--- config.mk ---
export PLATFORM = sky130hd
export DESIGN_NAME = eram_resp
export DESIGN_NICKNAME = d
export VERILOG_FILES = /design/src/rtl/eram_resp_pkg.sv /design/src/rtl/eram_resp_skid.sv /design/src/rtl/eram_resp.sv
export SDC_FILE = /design/constraint.sdc
export NUM_CORES = 1
export LEC_CHECK = 0
export CAP_MARGIN = 40
export CORE_MARGIN = 3
export CORE_UTILIZATION = 35
export DETAILED_ROUTE_END_ITERATION = 8
export HOLD_SLACK_MARGIN = 0.05
export PLACE_DENSITY = 0.66
export SKIP_LAST_GASP = 1
export SYNTH_ARGS = -nofsm -noshare
export SYNTH_HDL_FRONTEND = slang
export SYNTH_SLANG_ARGS = --single-unit
--- constraint.sdc ---
create_clock -name clock -period 4.5 [get_ports clock]
set_input_delay 0.675 -clock clock [delete_from_list [all_inputs] [get_ports clock]]
set_output_delay 0.675 -clock clock [all_outputs]
set_load 0.02 [all_outputs]
--- src/rtl/eram_resp_pkg.sv ---
// rtl/eram_resp_pkg.sv - shared types, states and token helpers for the ERAM responder
package eram_resp_pkg;

  localparam int WIDTH_DATA     = 32;
  localparam int WIDTH_LENGTH   = 8;
  localparam int WIDTH_TID      = 8;
  localparam int SKID_DEPTH_DEF = 2;

  // Forward token: valid, acquire, release, T-ID tag, payload
  typedef struct packed {
    logic                  v;
    logic                  a;
    logic                  r;
    logic [WIDTH_TID-1:0]  i;
    logic [WIDTH_DATA-1:0] d;
  } FTk_t;

  // Backward token: n = nack/stall; t/v/c are carried but unused here
  typedef struct packed {
    logic n;
    logic t;
    logic v;
    logic c;
  } BTk_t;

  typedef enum logic [2:0] {
    RESP_IDLE,
    RESP_FID,
    RESP_ATTR,
    RESP_ROUTE,
    RESP_ST_DATA,
    RESP_LD_ACQ,
    RESP_LD_DATA,
    RESP_LD_DRAIN
  } fsm_eram_resp;

  typedef struct packed {
    logic                    is_pull;
    logic [WIDTH_LENGTH-1:0] length;
  } attr_t;

  function automatic logic is_acq(input FTk_t t);
    return t.v & t.a & ~t.r;
  endfunction

  function automatic logic is_rel(input FTk_t t);
    return t.v & t.a & t.r;
  endfunction

  // Attribute word: bit MSB = pull request, low WIDTH_LENGTH bits = Length
  function automatic attr_t attribute_dec(input logic [WIDTH_DATA-1:0] d);
    attr_t res;
    res.is_pull = d[WIDTH_DATA-1];
    res.length  = d[WIDTH_LENGTH-1:0];
    return res;
  endfunction

endpackage

--- src/rtl/eram_resp_skid.sv ---
// rtl/eram_resp_skid.sv - small FTk_t FIFO holding the load-return stream
module eram_resp_skid
  import eram_resp_pkg::*;
#(
  parameter int DEPTH = SKID_DEPTH_DEF,
  parameter int CW    = $clog2(DEPTH + 1)
) (
  input  logic          clock,
  input  logic          reset,
  input  logic          push,
  input  FTk_t          push_data,
  input  logic          pop,
  output FTk_t          head,
  output logic [CW-1:0] count
);

  localparam int PW = (DEPTH > 1) ? $clog2(DEPTH) : 1;

  FTk_t          mem_q [DEPTH];
  FTk_t          mem_d [DEPTH];
  logic [PW-1:0] wr_q, wr_d, rd_q, rd_d;
  logic [CW-1:0] cnt_q, cnt_d;
  logic          do_pop;

  function automatic logic [PW-1:0] nxt(input logic [PW-1:0] p);
    return (p == PW'(DEPTH - 1)) ? '0 : p + 1'b1;
  endfunction

  // Pointer and occupancy update; pop is ignored when empty
  always_comb begin
    mem_d  = mem_q;
    wr_d   = wr_q;
    rd_d   = rd_q;
    do_pop = pop & (cnt_q != '0);
    if (push) begin
      mem_d[wr_q] = push_data;
      wr_d        = nxt(wr_q);
    end
    if (do_pop) rd_d = nxt(rd_q);
    cnt_d = cnt_q + CW'(push) - CW'(do_pop);
  end

  // State registers
  always_ff @(posedge clock or negedge reset) begin
    if (!reset) begin
      mem_q <= '{default: '0};
      wr_q  <= '0;
      rd_q  <= '0;
      cnt_q <= '0;
    end else begin
      mem_q <= mem_d;
      wr_q  <= wr_d;
      rd_q  <= rd_d;
      cnt_q <= cnt_d;
    end
  end

  assign head  = mem_q[rd_q];
  assign count = cnt_q;

  // The read scheduler must never push into a full buffer without a pop
  assert property (@(posedge clock) disable iff (!reset)
    !(push && !do_pop && cnt_q == CW'(DEPTH)));

endmodule

--- src/rtl/eram_resp.sv ---
// rtl/eram_resp.sv - ERAM-side responder: stores token streams to BRAM, returns loads
module eram_resp
  import eram_resp_pkg::*;
#(
  parameter int WIDTH_ADDR = 10,
  parameter int SKID_DEPTH = SKID_DEPTH_DEF
) (
  input  logic                  clock,
  input  logic                  reset,
  input  FTk_t                  I_FTk,
  output BTk_t                  O_BTk,
  output FTk_t                  O_FTk,
  input  BTk_t                  I_BTk,
  output logic                  O_Mem_Re,
  output logic                  O_Mem_We,
  output logic [WIDTH_ADDR-1:0] O_Mem_Addr,
  output logic [WIDTH_DATA-1:0] O_Mem_WData,
  input  logic [WIDTH_DATA-1:0] I_Mem_RData,
  output logic                  O_Busy,
  output logic                  O_Err
);

  localparam int CW = $clog2(SKID_DEPTH + 1);

  fsm_eram_resp            state_q, state_d;
  logic [WIDTH_TID-1:0]    tid_q, tid_d;
  logic [WIDTH_DATA-1:0]   fid_q, fid_d;
  logic [WIDTH_LENGTH-1:0] len_q, len_d, cnt_q, cnt_d;
  logic                    pull_q, pull_d, err_q, err_d;
  logic [WIDTH_ADDR-1:0]   addr_q, addr_d, mem_addr_q, mem_addr_d;
  logic [WIDTH_DATA-1:0]   mem_wdata_q, mem_wdata_d;
  logic                    mem_re_q, mem_re_d, mem_we_q, mem_we_d;
  logic                    re_last_q, re_last_d, rv_q, rv_last_q;

  logic          ld_phase, accept, acq_push, skid_pop, room, rd_issue;
  logic          skid_push;
  FTk_t          skid_wdata, skid_head;
  logic [CW-1:0] skid_count;
  logic [CW+1:0] occ;
  attr_t         attr;
  logic          unused_in;

  assign unused_in = ^{I_BTk.t, I_BTk.v, I_BTk.c, I_FTk.i};

  // Half-duplex: request input is held off for the whole load return
  assign ld_phase = (state_q == RESP_LD_ACQ) || (state_q == RESP_LD_DATA) ||
                    (state_q == RESP_LD_DRAIN);
  assign accept   = I_FTk.v & ~ld_phase;
  assign acq_push = (state_q == RESP_LD_ACQ);
  assign skid_pop = ~I_BTk.n & (skid_count != '0);
  assign attr     = attribute_dec(I_FTk.d);

  // A new read lands two cycles later; count everything already headed for the skid
  assign occ  = (CW+2)'(skid_count) + (CW+2)'(acq_push) + (CW+2)'(rv_q) + (CW+2)'(mem_re_q);
  assign room = occ < ((CW+2)'(SKID_DEPTH) + (CW+2)'(skid_pop));

  // Next-state and registered-output computation
  always_comb begin
    state_d     = state_q;
    tid_d       = tid_q;
    fid_d       = fid_q;
    len_d       = len_q;
    pull_d      = pull_q;
    cnt_d       = cnt_q;
    addr_d      = addr_q;
    err_d       = err_q;
    mem_re_d    = 1'b0;
    mem_we_d    = 1'b0;
    mem_addr_d  = mem_addr_q;
    mem_wdata_d = mem_wdata_q;
    re_last_d   = 1'b0;
    rd_issue    = 1'b0;
    case (state_q)
      RESP_IDLE: if (accept) begin
        if (is_acq(I_FTk)) begin
          tid_d   = I_FTk.d[WIDTH_TID-1:0];
          state_d = RESP_FID;
        end else begin
          err_d = 1'b1;
        end
      end
      RESP_FID: if (accept) begin
        fid_d   = I_FTk.d;
        state_d = RESP_ATTR;
      end
      RESP_ATTR: if (accept) begin
        len_d   = attr.length;
        pull_d  = attr.is_pull;
        state_d = RESP_ROUTE;
      end
      RESP_ROUTE: if (accept) begin
        addr_d  = I_FTk.d[WIDTH_ADDR-1:0];
        cnt_d   = len_q;
        state_d = pull_q ? RESP_LD_ACQ : RESP_ST_DATA;
      end
      RESP_ST_DATA: if (accept) begin
        mem_we_d    = 1'b1;
        mem_addr_d  = addr_q;
        mem_wdata_d = I_FTk.d;
        addr_d      = addr_q + 1'b1;
        if (cnt_q != '0) cnt_d = cnt_q - 1'b1;
        if (is_rel(I_FTk)) begin
          if (cnt_q != '0) err_d = 1'b1;
          state_d = RESP_IDLE;
        end else if (cnt_q == '0) begin
          err_d = 1'b1;
        end
      end
      // The first read already issues alongside the acquire word to hide BRAM latency
      RESP_LD_ACQ: begin
        rd_issue = room;
        state_d  = RESP_LD_DATA;
      end
      RESP_LD_DATA: rd_issue = room;
      RESP_LD_DRAIN:
        if (skid_count == '0 && !mem_re_q && !rv_q) state_d = RESP_IDLE;
      default: state_d = RESP_IDLE;
    endcase
    if (rd_issue) begin
      mem_re_d   = 1'b1;
      mem_addr_d = addr_q;
      addr_d     = addr_q + 1'b1;
      re_last_d  = (cnt_q == '0);
      if (cnt_q != '0) cnt_d = cnt_q - 1'b1;
      else state_d = RESP_LD_DRAIN;
    end
  end

  // All state and BRAM-side outputs
  always_ff @(posedge clock or negedge reset) begin
    if (!reset) begin
      state_q     <= RESP_IDLE;
      tid_q       <= '0;
      fid_q       <= '0;
      len_q       <= '0;
      pull_q      <= 1'b0;
      cnt_q       <= '0;
      addr_q      <= '0;
      err_q       <= 1'b0;
      mem_re_q    <= 1'b0;
      mem_we_q    <= 1'b0;
      mem_addr_q  <= '0;
      mem_wdata_q <= '0;
      re_last_q   <= 1'b0;
      rv_q        <= 1'b0;
      rv_last_q   <= 1'b0;
    end else begin
      state_q     <= state_d;
      tid_q       <= tid_d;
      fid_q       <= fid_d;
      len_q       <= len_d;
      pull_q      <= pull_d;
      cnt_q       <= cnt_d;
      addr_q      <= addr_d;
      err_q       <= err_d;
      mem_re_q    <= mem_re_d;
      mem_we_q    <= mem_we_d;
      mem_addr_q  <= mem_addr_d;
      mem_wdata_q <= mem_wdata_d;
      re_last_q   <= re_last_d;
      rv_q        <= mem_re_q;
      rv_last_q   <= mem_re_q & re_last_q;
    end
  end

  assign skid_push  = acq_push | rv_q;
  assign skid_wdata = acq_push ?
      '{v: 1'b1, a: 1'b1, r: 1'b0, i: tid_q, d: fid_q} :
      '{v: 1'b1, a: rv_last_q, r: rv_last_q, i: tid_q, d: I_Mem_RData};

  eram_resp_skid #(.DEPTH(SKID_DEPTH), .CW(CW)) u_skid (
    .clock     (clock),
    .reset     (reset),
    .push      (skid_push),
    .push_data (skid_wdata),
    .pop       (~I_BTk.n),
    .head      (skid_head),
    .count     (skid_count)
  );

  assign O_FTk       = (skid_count != '0) ? skid_head : '0;
  assign O_BTk       = '{n: ld_phase, t: 1'b0, v: 1'b0, c: 1'b0};
  assign O_Mem_Re    = mem_re_q;
  assign O_Mem_We    = mem_we_q;
  assign O_Mem_Addr  = mem_addr_q;
  assign O_Mem_WData = mem_wdata_q;
  assign O_Busy      = (state_q != RESP_IDLE);
  assign O_Err       = err_q;

endmodule

## Word level (Yosys, flattened, before mapping)

Index checks and enable logic that the tools add are counted.

| cells by class | value |
|---|---|
| add/sub/neg operators | 10 |
| order comparisons | 4 |
| eq/ne operators | 14 |
| muxes and demuxes | 47 |
| bitwise logic cells | 12 |
| reductions and logical operators | 25 |

Operator list:

| cell | number |
|---|---|
| two-way mux 43 bit | 5 |
| bitwise mux 86 bit | 1 |
| two-way mux 10 bit | 6 |
| demux 43 bit (select 1 bit) | 1 |
| two-way mux 42 bit | 1 |
| two-way mux 8 bit | 5 |
| two-way mux 3 bit | 10 |
| case mux 3 bit (7 select lines) | 1 |
| case mux 10 bit (2 select lines) | 1 |
| case mux 8 bit (2 select lines) | 1 |
| two-way mux 1 bit | 14 |
| == test 3 bit (second input constant) | 4 |
| inequality test 3 bit (second input constant) | 4 |
| adder 10 x 1 -> 10 bit (second input constant) | 1 |
| logical NOT 8 bit | 1 |
| AND reduction 2 bit | 4 |
| nonzero test 2 bit | 4 |
| nonzero test 8 bit | 1 |
| subtractor 8 x 1 -> 8 bit (second input constant) | 1 |
| bitwise AND 1 bit | 6 |
| == test 3 x 2 -> 1 bit (second input constant) | 2 |
| inequality test 2 bit (second input constant) | 3 |
| AND reduction 3 bit | 2 |
| AND reduction 6 bit | 1 |
| other kinds (22) | 32 |

| word-level totals | value |
|---|---|
| register bits after elaboration | 208 |
| input port bits | 81 |
| output and inout bits | 93 |
| word-level logic and storage cells | 140 |

## Depth between registers and ports, before layout

| depth | value |
|---|---|
| word-level depth | 9 |
| depth in mapped cells | 14 |
| depth with buffers taken out | 10 |

## Cells and area by module

Synthesis repeated with hierarchy kept, for this count alone.

| second synthesis, totals | value |
|---|---|
| cells, all modules | 897 |
| area, all modules | 10035.9 µm² |

By module, submodules not included:

| module | times used | cells each | area an instance (µm²) | seq. area each (µm²) |
|---|---|---|---|---|
| eram_resp | 1 | 653 | 5929.4 | 2952.8 |
| eram_resp_skid | 1 | 244 | 4106.4 | 2252.2 |

## Worst setup path after synthesis

Ideal clock, no wire load.

| path | value |
|---|---|
| path kind | flip-flop to flip-flop |
| start point | register state_q[1] |
| end point | register mem_addr_q[2] (netlist: O_Mem_Addr[2]) |
| library setup time | 0.125 ns |
| arrival | 3.119 ns |
| required time | 4.375 ns |
| setup slack | 1.257 ns |
| cell stages (with the launch flop) | 15 |
| path buffers | 4 |
| clock period less this slack | 3.243 ns |
| path through | dfrtp_1 -> buf_6 -> and3b_1 -> buf_2 -> buf_1 -> ha_1 -> inv_1 -> fa_1 -> inv_1 -> o31ai_2 -> nand3_1 -> inv_2 -> nor2_1 -> buf_2 -> mux2_2 |

| on the way | value |
|---|---|
| longest elaborated chain between the ends | 8 |
| elaborated cells on any way between the ends | 18 |
| classes of those cells | add/sub (3); order compare (1); eq/ne (4); mux (2); bitwise (2); reduce/logical (6) |

Ends and longest elaborated chain:

| element | RTL line | RTL |
|---|---|---|
| start: declaration | eram_resp.sv:25 | `fsm_eram_resp state_q, state_d;` |
| start signal: assignment | eram_resp.sv:148 | `state_q <= state_d;` |
| == test 3 bit | eram_resp.sv:46, eram_resp.sv:49, eram_resp.sv:73 |  |
| adder 2 x 1 -> 3 bit | eram_resp.sv:54 | `assign occ = (CW+2)'(skid_count) + (CW+2)'(acq_push) + (CW+2)'(rv_q) + (CW+2)'(mem_re_q);` |
| adder 3 x 1 -> 4 bit | eram_resp.sv:54 |  |
| adder 4 x 1 -> 4 bit | eram_resp.sv:54 |  |
| less-than comparator 4 x 3 -> 1 bit | eram_resp.sv:55 | `assign room = occ < ((CW+2)'(SKID_DEPTH) + (CW+2)'(skid_pop));` |
| two-way mux 1 bit | eram_resp.sv:73 | `case (state_q)` |
| nonzero test 2 bit (no source line) | -- |  |
| AND reduction 2 bit (no source line) | -- |  |
| end signal: assignment | eram_resp.sv:158 | `mem_addr_q <= mem_addr_d;` |
| end: declaration | eram_resp.sv:30 | `logic [WIDTH_ADDR-1:0] addr_q, addr_d, mem_addr_q, mem_addr_d;` |

Parallel ways exist; a longest one is shown, timed or not.
A chain may end at the register's enable or synchronous reset.

==> summary.txt <==
Placement
  – Routability Congestion: 0.831
  – Placed Cells: 1282
  – Port Buffers: 159
  – Placed Area: 11500 um^2
  – Final HPWL DP: 16.0 mm

Floorplanning
  – Core area: 26400 um^2
  – Initial Utilization: 36.1%
  – Rows: 59
  – DIE AREA: 29300 um^2
  – Die Y: 171 um
  – Top Ports: 174
  – Die width: 171 um

Synthesis
  – Cells after Synth: 829
  – Library cells used by synthesis: 61
  – Synth top area share: 54.5%
  – Ys Warns: 0
  – Syn_area_per_cell: 11.5 um^2
  – Asr flop ratio synth: 100%
  – Post-synth EDFFs: 0
  – Ranking of synthesized cells by area: dfrtp_1 (55%), mux2_2 (12%), mux2i_1 (8.9%)
  – Synthesized cell area: 9550 um^2
  – Synthesized flop and latch total: 208
  – Seq/Total Area, Yosys: 54.5%
  – Dominant cell type by area after synthesis: dfrtp_1
  – Synth Flop Type: dfrtp_1

CTS
  – Maximum clock path buffer count: 3
  – Skew-Pair Late Insertion Delay: 0.50 ns
  – CTS tree: done
  – Post_cts resized: 0
  – Clock transition at the registers of the reported paths: 0.06 ns
  – Post-CTS Setup Inserts: 0
  – Num CTS Buffers: 23
  – CTS Sinks: 208
  – CTS Hold Bufs: 1
  – Clk Tree Root Cell: clkbuf_16
  – # H-tree levels: 1

Global routing
  – Antenna violations before repair: 4
  – Gr usage total: 16.2%
  – Pin count of the biggest net entering global routing: 105
  – GR Overflow Total: 0
  – Number of global-route vias before repair: 7022
  – First-pass GRT wire length: 38.1 mm

Worst setup path
  – Max stage delay cell, worst path: dfrtp_2
  – Largest stage delay on the critical path: 0.61 ns
  – CP Data Arrival Time: 2.47 ns
  – Kind of end point of the critical path: output pin
  – CP cell instances: buf_12, buf_4, mux2i_1, nor2_1, clkdlybuf4s50_1
  – Crit path required time: 3.83 ns
  – Critical-path maximum fanout: 23
  – Startpoint types: flip-flop
  – CP Class: reg2out

Route
  – Routed Antenna Nets: 0
  – Vias/cell: 5.10
  – M1 WL: 10.5 mm
  – Via count: 6728
  – # DRC: 0
  – Drt initial violations: 357
  – Pre-antenna DRT Iters: 4
  – Routed WL: 23.6 mm
  – Avg WL per Cell: 17.9 um
  – Top layer in use: met5
  – WL met3: 1.75 mm
  – WL met2: 10.9 mm

Layout
  – Syn-to-layout area delta: 27.8%
  – Final Util: 46.2%
  – Fill cell count: 2496
  – Final nets: 1061
  – Design area: 12200 um^2
  – Layout cells sized above 1: 17.7%
  – Antenna diode count: 0
  – Cell Count, Final, Fillers Out: 1320

Min path
  – Hold crit path type: reg2reg

Job
  – Maxcap violations: 0

Timing
  – Final setup fails: 0
  – Max_slew headroom: 43.5%
  – Final TNS setup: 0 ns
  – Final worst-path cycle share: 69.9%
  – Worst-Margin Slew: 0.843 ns
  – Slew Limit Fails: 0
  – Unrepaired setup endpoints after global routing: false
  – Skew final: 0.0124 ns
  – Maximum clock frequency: 318 MHz
  – Crit path time final: 3.15 ns
  – Final hold violation count: 0

Status
  – Outcome: completed

Power
  – PwrDens: 798 nW/um^2
  – Pleak: 5.29 nW
  – VDD IR max: 0.447 mV
[critical path, delay by kind of cell (launching register included)]
kind	cells	cell delay [ns]
and+or+nand+nor	1	0.05
buffers and inverters	3	1.10
DFF	1	0.61
muxes	1	0.21
[cells in the final DEF (no fill, tap or decap), types with 5 or more instances in the layout]
cell type	netlist	final
clkbuf_8	0	5
inv_1	13	13
nand2_1	98	97
ha_1	5	5
buf_4	7	12
o221ai_1	7	7
mux2i_1	85	85
o21ai_0	76	76
nor2b_1	6	6
o22ai_1	11	11
mux2_2	106	106
nand2b_1	9	8
a21oi_1	6	6
xor2_1	5	5
nand3_1	7	7
o2bb2ai_1	7	7
clkdlybuf4s50_1	0	158
nor4_1	5	5
nor2_1	61	58
dfrtp_1	208	207
clkbuf_16	0	23
[cell usage after synthesis, types with 5 or more instances]
cell type  number
nor2b_1         6
ha_1            5
nor2_1         61
mux2_2        106
buf_1          10
o2bb2ai_1       7
o22ai_1        11
nand2b_1        9
clkbuf_1       28
buf_2           7
a21oi_1         6
nand3_1         7
dfrtp_1       208
o221ai_1        7
nor4_1          5
buf_6           5
nand2_1        98
o21ai_0        76
inv_1          13
mux2i_1        85
xor2_1          5
buf_4           7
[power breakdown]
part	switching, mW	leakage (nW)	total [mW]	internal [mW]
logic	2.35	2.40	4.53	2.19
clock network	0.709	0.361	1.82	1.11
registers	0.613	2.53	3.39	2.78
[metal layers]
layer	global-route usage [%]	vias up
met5	0	-
li1	-	3196
met4	3.32	8
met3	4.18	39
met1	21.7	3317
met2	26.9	168
[state kept, by name, summed over array words and instances, names as in the netlist]
signal / count
rv_q: 1
state_q: 3
O_Mem_Addr: 10
O_Err: 1
rv_last_q: 1
re_last_q: 1
u_skid.mem_q: 86
cnt_q: 8
u_skid.count: 2
O_Mem_Re: 1
O_Mem_WData: 32
pull_q: 1
u_skid.wr_q: 1
addr_q: 10
O_Mem_We: 1
tid_q: 8
len_q: 8
fid_q: 32
u_skid.rd_q: 1
[path summary, 6_finish.rpt]
path	from	endpoint	slack, ns	depth (start not counted)
setup / recovery	u_skid.rd_q$_DFFE_PN0P_	O_FTk[6]	1.35	5
hold / removal	u_skid.mem_q[85]$_DFFE_PN0P_	u_skid.mem_q[85]$_DFFE_PN0P_	0.46	1
setup reg to reg	state_q[0]$_DFF_PN0_	u_skid.mem_q[32]$_DFFE_PN0P_	1.38	7
hold reg to reg	u_skid.mem_q[85]$_DFFE_PN0P_	u_skid.mem_q[85]$_DFFE_PN0P_	0.46	1
max in group asynchronous	reset	u_skid.rd_q$_DFFE_PN0P_	2.50	4
min in group asynchronous	reset	O_Mem_WData[8]$_DFFE_PN0P_	0.59	2
[cell families after synthesis]
kind of cell               synth area share [%]
AOI/OAI and AO/OA                          8.45
buffers and inverters                      3.77
other                                    0.0393
xor gates and xnor gates                  0.825
muxes                                      21.4
DFF                                        54.5
and+or+nand+nor                            9.93
adders and majority gates                  1.07
[cell type report]
class,instances,area (um^2),area share [%]
multi-input combinational,550,4020,32.9
sequential,208,5210,42.6
timing repair buffer,176,1780,14.6
inverter,14,52.6,0.430
tap,335,419,3.43
clock buffer,31,646,5.29
clock inverter,6,80.1,0.656
[stage by stage]
step | hold slack [ns] | total power, mW | setup slack, ns
5_1_grt | 0.497 | 10.5 | 1.13
2_1_floorplan | 0.379 | 6.22 | 1.26
3_5_place_dp | 0.452 | 8.02 | 1.36
4_1_cts | 0.470 | 9.88 | 1.30
3_3_place_gp | 0.450 | 7.85 | 1.02
6_report | 0.464 | 9.74 | 1.35
Note: power is estimated with default switching activity, not from simulation.
